--- config.mk ---
export PLATFORM = sky130hd
export DESIGN_NAME = gray_ptr_rx
export DESIGN_NICKNAME = d
export VERILOG_FILES = /design/src/rtl/gray_ptr_rx.sv
export SDC_FILE = /design/constraint.sdc
export NUM_CORES = 1
export LEC_CHECK = 0
export ABC_AREA = 1
export ABC_CLOCK_PERIOD_IN_PS = 5070
export CORE_ASPECT_RATIO = 0.9
export CORE_UTILIZATION = 45
export CTS_BUF_LIST = sky130_fd_sc_hd__clkbuf_4 sky130_fd_sc_hd__clkbuf_8 sky130_fd_sc_hd__clkbuf_16
export DETAILED_ROUTE_END_ITERATION = 12
export PLACE_DENSITY = 0.72
export REMOVE_ABC_BUFFERS = 1
export SKIP_LAST_GASP = 1
export SLEW_MARGIN = 20
export SYNTH_ARGS = -nofsm -noshare
export SYNTH_HDL_FRONTEND = slang
export SYNTH_SLANG_ARGS = --single-unit
--- constraint.sdc ---
create_clock -name clk -period 5.07 [get_ports clk]
set_clock_uncertainty 0.1 [all_clocks]
set_input_delay 0.7605 -clock clk [delete_from_list [all_inputs] [get_ports clk]]
set_output_delay 0.7605 -clock clk [all_outputs]
set_load 0.1 [all_outputs]
--- src/rtl/gray_ptr_rx.sv ---
`default_nettype none
// ============================================================================
//  Module   : gray_ptr_rx
//  Brief    : Receives an asynchronous Gray pointer through a two-stage
//             synchronizer, decodes it to binary and reports step size,
//             update pulses and illegal multi-bit transitions.
//             Optional check logic: define GRAY_PTR_RX_ERR_CHECK_EN.
//  Revision : 1.0  initial release
// ============================================================================
module gray_ptr_rx #(
    parameter int N = 4
) (
    input  logic         clk,
    input  logic         rst_n,
    input  logic [N-1:0] g_in,
    input  logic         err_clr,
    output logic [N-1:0] g_sync,
    output logic [N-1:0] b_out,
    output logic         upd,
    output logic [N-1:0] delta,
    output logic         err
);

    localparam logic [1:0] WARM_DONE = 2'd3;

    logic [N-1:0] s1_q, s2_q, s3_q;
    logic [N-1:0] b_out_q, delta_q;
    logic         upd_q;
    logic [1:0]   warm_q;

    logic [N-1:0] bin_d, prev_d, diff_d, delta_d;
    logic         warm_done_d, changed_d, upd_d;

    // Gray-to-binary for the current and previous synchronized values
    always_comb begin
        bin_d  = '0;
        prev_d = '0;
        bin_d[N-1]  = s2_q[N-1];
        prev_d[N-1] = s3_q[N-1];
        for (int i = N - 2; i >= 0; i--) begin
            bin_d[i]  = s2_q[i] ^ bin_d[i+1];
            prev_d[i] = s3_q[i] ^ prev_d[i+1];
        end
    end

    always_comb begin
        diff_d      = s2_q ^ s3_q;
        warm_done_d = (warm_q == WARM_DONE);
        changed_d   = (diff_d != '0);
        upd_d       = warm_done_d && changed_d;
        delta_d     = upd_d ? (bin_d - prev_d) : '0;
    end

    always_ff @(posedge clk) begin
        if (!rst_n) begin
            s1_q    <= '0;
            s2_q    <= '0;
            s3_q    <= '0;
            b_out_q <= '0;
            delta_q <= '0;
            upd_q   <= 1'b0;
            warm_q  <= 2'd0;
        end else begin
            s1_q    <= g_in;
            s2_q    <= s1_q;
            s3_q    <= s2_q;
            b_out_q <= bin_d;
            delta_q <= delta_d;
            upd_q   <= upd_d;
            if (!warm_done_d) begin
                warm_q <= warm_q + 2'd1;
            end
        end
    end

`ifdef GRAY_PTR_RX_ERR_CHECK_EN
    logic err_q;
    logic multi_bit_d;

    // x & (x-1) is non-zero exactly when more than one bit of x is set
    always_comb begin
        multi_bit_d = ((diff_d & (diff_d - 1'b1)) != '0);
    end

    always_ff @(posedge clk) begin
        if (!rst_n) begin
            err_q <= 1'b0;
        end else if (warm_done_d && multi_bit_d) begin
            err_q <= 1'b1;
        end else if (err_clr) begin
            err_q <= 1'b0;
        end
    end

    assign err = err_q;
`else
    logic unused_err_clr;
    assign unused_err_clr = err_clr;
    assign err            = 1'b0;
`endif

    assign g_sync = s2_q;
    assign b_out  = b_out_q;
    assign upd    = upd_q;
    assign delta  = delta_q;

endmodule
`default_nettype wire

==> metrics.csv, run 1 <==
metric;value;unit
dpl.hpwl;1149;um
worstPathRequired;4210;ps
overflow;0;
drt_iter0_drc;6;
port_buffers;18;
avgSynthCellArea;7.576;sq um
finalCritPeriodShare;54.96;%
drc;0;
dr.pass1.iters;4;
die-height;45.87;um
powerDensity;307.8;mW/mm^2
numCtsBuffers;3;
via_per_inst;4.462;
placeableCoreArea;0.001971;sq mm
grtUsageTotal;15.52;%
fin_crit;2787;ps
antenna_found_initial;0;
post_cts_buffers;0;
ios;21;
postPlaceCellArea;0.001147;sq mm
synth_area;962.2;sq um
relSlewSlack;34.70;%
syn_inst;127;
cp_top_family;buffers and inverters;
cap_viol_max_count;0;
worstSetupEndpointType;primary output;
ant_nets;0;
worstSetupPathType;flip-flop to primary output;
clk_pin_slew;110;ps
clockBufferDepth;2;
wl_met1;675;um
setup_viol;0;
die-area;0.002327;sq mm
wl_met2;713;um
diodes;0;
gp_congestion;0.7400;
top_layer;met4;
ys_warn_count;0;
rows;15;
synth_cell_types;20;
startpoint_type;flip-flop;
crit_slowest_cell;clkdlybuf4s50_1;
floorplan.initialDensity;48.83;%
cp_max_fo;6;
final-hold-violation-count;0;
crit_buf_inv;1;
fin_util;59.37;%
multi_input_area;386.6;sq um
worst_ep_arrival_time;1930;ps
fin_tns_setup;0;ps
vias;754;
outcome;finished clean;
max_freq;0.3589;GHz
routed_wl;1457;um
ys_ff_latch;22;
clock_sinks;22;
grt_max_degree;16;
drive_gt1_share;10.42;%
post_cts_resized;0;
avgRoutedWirePerCell;8.621;um
clockRootBuffer;clkbuf_4;
ff_latch_area;440.4;sq um
drv_slew;0;
rsz0062_at_grt;no;
area_growth;21.59;%
htreeDepth;1;
layout.nets;157;
dieWidth;50.74;um
grt_pass1_wl;2580;um
clkLatencyLatePin;300;ps
peakVddDrop;0.1846;mV
tightestPinTransition;976.4;ps
cp_cell_sequence;clkdlybuf4s50_1;
slowest_delay;1180;ps
cts_tree;done;
holdBufCountCts;0;
fillers;190;
p_leak;0.6197;nW
dr_wl_met3;57;um
finalInstanceArea;0.001170;sq mm
grt_pass1_vias;668;
timing.hold.worst.class;flip-flop to flip-flop;
synth_seq_area_share;45.77;%
layer usage:
metal,track usage (%),up-vias
li1,-,399
met1,16.97,337
met2,27.20,16
met3,6.000,2
met4,6.667,0
met5,0,-
worst register-to-register path: stages, from the launching register on:
cell and delay (ps):
dfxtp_1 440, inv_1 90, nand2_2 80, nand2_2 70, nand2_2 60, nand2_2 70, xnor2_1 200, ha_1 200
inv_1 50, ha_1 160, inv_1 70, nand3_1 80, a21oi_1 140
power by group:
part           internal [mW]  switching (mW)
clock                 0.0277          0.0477
sequential             0.184         0.00673
combinational         0.0294          0.0644
total                  0.241           0.119
cell families (layout without fill, tap and decap cells):
family | Yosys count | in the layout | share of synthesized area (%)
simple gates | 57 | 57 | 27.05
buf+inv | 33 | 50 | 14.04
other cells | 1 | 1 | 0.3897
xor+xnor | 5 | 5 | 4.552
flops | 22 | 22 | 45.77
compound gates | 5 | 5 | 2.990
fa+ha+maj | 4 | 4 | 5.202
synthesized netlist by cell type:
library cell	number	area [sq um]
nor2_1	7	26.28
nand3_1	6	30.03
ha_1	4	50.05
and2_2	1	7.510
inv_2	2	7.510
clkbuf_1	1	3.750
o21ai_0	1	5.000
conb_1	1	3.750
nand2_1	34	127.6
xnor2_1	3	26.28
nand2_4	1	11.26
nand4_1	1	6.260
buf_4	3	22.52
nand2_2	5	31.28
a21oi_1	3	15.01
xor2_1	2	17.52
dfxtp_1	22	440.4
a21oi_2	1	8.760
inv_1	27	101.4
nand3_2	2	20.02
cells in the final DEF (no fill, tap or decap), drive strengths merged:
cell type	Yosys	final
xnor2	3	3
clkdlybuf4s50	0	18
nor2	7	7
o21ai	1	1
nand4	1	1
ha	4	4
inv	29	29
xor2	2	2
clkbuf	1	3
nand3	8	8
conb	1	1
nand2	40	40
dfxtp	22	22
and2	1	1
a21oi	4	4
stage by stage:
stage / cells / hold slack [ps] / power (mW) / worst slack [ps]
6_report: 169 / 323.3 / 0.3601 / 2283
5_1_grt: 169 / 341.1 / 0.3810 / 2211
4_1_cts: 169 / 327.6 / 0.3660 / 2273
3_5_place_dp: 166 / 299.3 / 0.2893 / 2624
3_3_place_gp: 166 / 291.5 / 0.2860 / 2631
2_1_floorplan: 123 / 290.0 / 0.2675 / 2604
state kept, by name (all words and copies together), names as in the netlist:
signal,count
s1_q,4
warm_q,2
delta,4
b_out,3
s3_q,4
g_sync,4
upd,1
path summary, 6_finish.rpt:
| check | startpoint | endpoint | slack [ps] | cells past startpoint |
|---|---|---|---|---|
| worst min-delay path | s1_q[0] | g_sync[0] | 320 | 2 |
| worst max-delay path | g_sync[1] | g_sync[1] | 2280 | 1 |
| worst min register to register | s1_q[0] | g_sync[0] | 320 | 2 |
| worst max register to register | g_sync[3] | delta[2] | 3180 | 12 |
layout make-up:
class | instances | share of cell area (%)
Tap cell | 25 | 2.674
Clock buffer | 3 | 1.925
Inverter | 29 | 9.305
Multi-Input combinational cell | 72 | 33.05
Sequential cell | 22 | 37.65
Timing Repair Buffer | 18 | 15.40
Note: power is estimated with default switching activity, not from simulation.
==> run 2: changes to the inputs <==
--- a/config.mk
+++ b/config.mk
@@ -6,7 +6,7 @@
 export NUM_CORES = 1
 export LEC_CHECK = 0
 export ABC_AREA = 1
-export ABC_CLOCK_PERIOD_IN_PS = 5070
+export ABC_CLOCK_PERIOD_IN_PS = 2600
 export CORE_ASPECT_RATIO = 0.9
 export CORE_UTILIZATION = 45
 export CTS_BUF_LIST = sky130_fd_sc_hd__clkbuf_4 sky130_fd_sc_hd__clkbuf_8 sky130_fd_sc_hd__clkbuf_16
==> constraint.sdc (replaced) <==
create_clock -name clk -period 2.6 [get_ports clk]
set_clock_uncertainty 0.1 [all_clocks]
set_input_delay 0.39 -clock clk [delete_from_list [all_inputs] [get_ports clk]]
set_output_delay 0.39 -clock clk [all_outputs]
set_load 0.1 [all_outputs]
==> run 2 against run 1 <==
Against the previous run:
- die area did not move
- sequential power increased by 95%
- routed wire length up 4.7%
- register-to-register slack lost 2500 ps
- combinational power up 96%
- core utilization rose by 0.25 points
- count of clock-buffer cells in the layout did not move
- global-route usage up 0.53 points
- clock power rose to 3.5 times the previous value
- total power up 130%
- sequential share of layout area is 0.16 points lower
- first-iteration DRC count is 67% lower
- largest cell class unchanged
- highest routed layer unchanged
==> metrics.csv, run 2 (same netlist as run 1, synthesis figures left out) <==
metric;value;unit
swShare;30.10;%
post_cts_buffers;0;
fin_tns_setup;0;ps
dr.pass1.iters;4;
clkLatencyLatePin;320;ps
timing.hold.worst.class;flip-flop to flip-flop;
grtUsageTotal;16.05;%
drc;0;
ff_latch_area;440.4;sq um
cap_viol_max_count;0;
clockRootBuffer;clkbuf_4;
layout.cells.most_common;nand2_1;
cts_tree;done;
comb_power_share;22.4;%
dieWidth;50.74;um
gp_congestion;0.7623;
die-height;45.87;um
htreeDepth;1;
multi_input_area;386.6;sq um
fillers;184;
holdBufCountCts;0;
clkPwrFrac;32.1;%
clk_pin_slew;120;ps
numCtsBuffers;3;
p_int;0.5715;mW
drt_iter0_drc;2;
port_buffers;18;
outcome;finished clean;
antenna_found_initial;0;
worstSetupEndpointType;flip-flop;
setup_viol;0;
p_leak;0.6630;nW
avgRoutedWirePerCell;8.924;um
fin_crit;1914;ps
floorplan.initialDensity;48.83;%
ios;21;
pwr-share-seq;45.5;%
max_freq;0.5224;GHz
powerDensity;695.9;mW/mm^2
vias;740;
grt_pass1_vias;692;
drive_gt1_share;20.55;%
area_growth;22.11;%
worstPathRequired;2750;ps
final-hold-violation-count;0;
peakVddDrop;0.4352;mV
clockBufferDepth;2;
die-area;0.002327;sq mm
power.total;0.8176;mW
most-common-layout-cells;nand2_1 (34), inv_1 (27), dfxtp_1 (22);
grt_pass1_wl;2677;um
worstSetupPathType;flip-flop to flip-flop;
finalCritPeriodShare;73.62;%
ant_nets;0;
placeableCoreArea;0.001971;sq mm
diodes;0;
dpl.hpwl;1188;um
routed_wl;1526;um
post_cts_resized;0;
via_per_inst;4.327;
startpoint_type;flip-flop;
clock_sinks;22;
drv_slew;0;
overflow;0;
cp_max_fo;6;
p_sw;0.2461;mW
rows;15;
layout.nets;158;
worst_ep_arrival_time;2070;ps
rsz0062_at_grt;no;
grt_max_degree;14;
[run 2: cell count changes in the layout (fill, tap and decap cells not counted)]
cell,change
buf_4,+14
clkdlybuf4s50_1,-13
bufinv_16,+1
[run 2: routing by layer]
layer | vias up | part of all wire, % | track usage (%) | routed length, um
met3 | 4 | 5.2 | 6.000 | 79
met5 | - | 0 | 0 | 0
met2 | 15 | 48 | 28.80 | 734
met1 | 314 | 45 | 16.63 | 690
li1 | 407 | - | - | -
met4 | 0 | 1.4 | 8.333 | 21
[run 2: metrics by stage]
step | instances | cell area (sq um) | util [%] | hold slack, ps | worst slack, ps
after detailed placement | 167 | 1122 | 56.95 | 301.9 | 719.5
after floorplan | 123 | 935.9 | - | 290.0 | 133.8
after global routing | 171 | 1175 | 59.62 | 344.9 | 453.4
final | 171 | 1175 | 59.62 | 325.8 | 685.9
after global placement | 167 | 1122 | 56.95 | 291.3 | 794.8
after CTS | 171 | 1175 | 59.62 | 328.7 | 686.4
[run 2: layout make-up]
class | instances | share of cell area (%)
Clock buffer | 3 | 1.917
Clock inverter | 1 | 2.556
Tap cell | 25 | 2.662
Multi-Input combinational cell | 72 | 32.91
Sequential cell | 22 | 37.49
Inverter | 29 | 9.265
Timing Repair Buffer | 19 | 13.21
[run 2: final timing paths]
path / startpoint / endpoint / slack (ps) / cells past startpoint
worst min-delay path: s1_q[0] / g_sync[0] / 330 / 2
worst max-delay path: g_sync[3] / delta[2] / 690 / 12
worst min register to register: s1_q[0] / g_sync[0] / 330 / 2
worst max register to register: g_sync[3] / delta[2] / 690 / 12
[run 2: power groups by stage]
| stage | clock network, mW | logic, mW | registers (mW) |
|---|---|---|---|
| 5_1_grt | 0.282 | 0.200 | 0.375 |
| 4_1_cts | 0.268 | 0.186 | 0.373 |
| 3_5_place_dp | 0 | 0.185 | 0.380 |
| 6_report | 0.262 | 0.184 | 0.372 |
| 3_3_place_gp | 0 | 0.178 | 0.379 |
| 2_1_floorplan | 0 | 0.0846 | 0.437 |
[run 2: worst max-delay path, stage by stage, from the launching register on]
cell and delay, ps:
dfxtp_1 450, inv_1 100, nand2_2 80, nand2_2 70, nand2_2 60, nand2_2 70, xnor2_1 210, ha_1 200
inv_1 50, ha_1 170, inv_1 70, nand3_1 90, a21oi_1 140
==> run 3: changes to the inputs <==
--- a/config.mk
+++ b/config.mk
@@ -6,9 +6,9 @@
 export NUM_CORES = 1
 export LEC_CHECK = 0
 export ABC_AREA = 1
-export ABC_CLOCK_PERIOD_IN_PS = 2600
+export ABC_CLOCK_PERIOD_IN_PS = 1700
 export CORE_ASPECT_RATIO = 0.9
-export CORE_UTILIZATION = 45
+export CORE_UTILIZATION = 43
 export CTS_BUF_LIST = sky130_fd_sc_hd__clkbuf_4 sky130_fd_sc_hd__clkbuf_8 sky130_fd_sc_hd__clkbuf_16
 export DETAILED_ROUTE_END_ITERATION = 12
 export PLACE_DENSITY = 0.72
==> constraint.sdc (replaced) <==
create_clock -name clk -period 1.7 [get_ports clk]
set_clock_uncertainty 0.1 [all_clocks]
set_input_delay 0.255 -clock clk [delete_from_list [all_inputs] [get_ports clk]]
set_output_delay 0.255 -clock clk [all_outputs]
set_load 0.1 [all_outputs]
==> run 3 against run 2 <==
Against the previous run:
- the run now ends with negative setup slack left
- cell count grew 9.9%
- setup slack worse by 710 ps
- first-iteration DRC count rose to 4.0 times the previous value
- design area is 32% higher
- hold slack got worse by 12 ps
- clock power up 51%
- highest routed layer unchanged
==> metrics.csv, run 3 (same netlist as run 1, synthesis figures left out) <==
metric;value;unit
cap_viol_max_count;0;
via_per_inst;4.606;
p_leak;0.8036;nW
cp_max_fo;4;
fin_hold_ws;314.2;ps
numCtsBuffers;3;
max_freq;0.5811;GHz
area_growth;60.60;%
clk_pin_slew;120;ps
layout.cells.most_common;nand2_1;
final-hold-violation-count;0;
worstSetupPathType;flip-flop to flip-flop;
grt_max_degree;14;
finalCritPeriodShare;101.2;%
antenna_found_initial;0;
peakVddDrop;0.8247;mV
grt_pass1_wl;2967;um
vias;866;
gp_congestion;0.7172;
rows;15;
clockRootBuffer;clkbuf_4;
clockBufferDepth;2;
whs_path_depth;2;
layout.nets;175;
dpl.hpwl;1458;um
most-common-layout-cells;nand2_1 (31), inv_1 (25), dfxtp_1 (18);
worstPathRequired;1850;ps
die-height;46.88;um
dr.pass1.iters;4;
routed_wl;1993;um
drc;0;
diodes;0;
setup_viol;3;
drv_slew;0;
fin_util;76.95;%
clkLatencyLatePin;300;ps
avgRoutedWirePerCell;10.60;um
port_buffers;18;
ant_nets;0;
drive_gt1_share;39.26;%
clock_sinks;22;
grtUsageTotal;16.86;%
overflow;0;
dieWidth;51.86;um
htreeDepth;1;
violations;negative setup slack;
startpoint_type;flip-flop;
placeableCoreArea;0.002008;sq mm
grt_pass1_vias;807;
ff2ff_path_depth;12;
drt_iter0_drc;8;
worst_slack;-20.90;ps
powerDensity;873.2;mW/mm^2
outcome;finished, violations left;
die-area;0.002431;sq mm
cts_tree;done;
floorplan.initialDensity;47.91;%
rsz0062_at_grt;yes;
fin_crit;1721;ps
timing.hold.worst.class;flip-flop to flip-flop;
worst_ep_arrival_time;1870;ps
ios;21;
worstSetupEndpointType;flip-flop;
run 3: cell types whose count changed in the layout (fill, tap and decap cells not counted), sizes merged:
cell  delta
buf     +17
run 3: stage by stage:
stage / TNS, ps / cell area (sq um) / power [mW] / std cells / worst slack, ps
2_1_floorplan: -3046 / 935.9 / 0.7978 / 123 / -766.2
3_3_place_gp: 0 / 1375 / 0.9088 / 179 / 7.226
3_5_place_dp: -75.51 / 1375 / 0.9219 / 179 / -49.89
4_1_cts: 0 / 1469 / 1.331 / 185 / 5.452
5_1_grt: -360.7 / 1545 / 1.415 / 188 / -138.6
6_report: -43.73 / 1545 / 1.349 / 188 / -20.90
run 3: power breakdown:
group	internal (mW)	switching (mW)
registers	0.547	0.0228
clock network	0.238	0.158
logic	0.160	0.224
total	0.944	0.405
run 3: layout make-up:
type                    count  area [sq um]
clock inverters             1         30.03
fillers                   133         462.9
well taps                  25         31.28
flip-flops and latches     22         452.9
inverters                  29         108.9
multi-input cells          72         450.4
repair buffers             36         449.2
clock buffers               3         22.52
run 3: what timing repair did:
item / 4_1_cts / 5_1_grt
endpoints found under the setup margin: 3 / 3
buffers inserted: 2 / 3
pin swaps: 4 / 13
gates cloned: 0 / 0
hold buffers: 0 / 0
resized for setup: 9 / 15
run 3: per-layer routing:
metal,track usage (%),vias up,share of wire (%)
li1,-,441,-
met1,15.32,400,39
met2,34.62,23,56
met3,6.149,2,3.7
met4,5.946,0,0.70
met5,0,-,0
run 3: path summary, 6_finish.rpt:
kind,start,endpoint,slack [ps]
max reg2reg,s3_q[2],delta[3],-20
max,s3_q[2],delta[3],-20
min reg2reg,s1_q[3],g_sync[3],310
min,s1_q[3],g_sync[3],310
run 3: critical path, stage by stage, from the launching register on:
cell and delay, ps:
dfxtp_2 360, inv_1 110, nand2_1 90, nand3_2 80, nand2_4 80, xnor2_1 130, ha_2 190, buf_4 140
nor2_4 70, nand3_2 70, nand2_1 60, nand2_1 60, a21oi_2 110
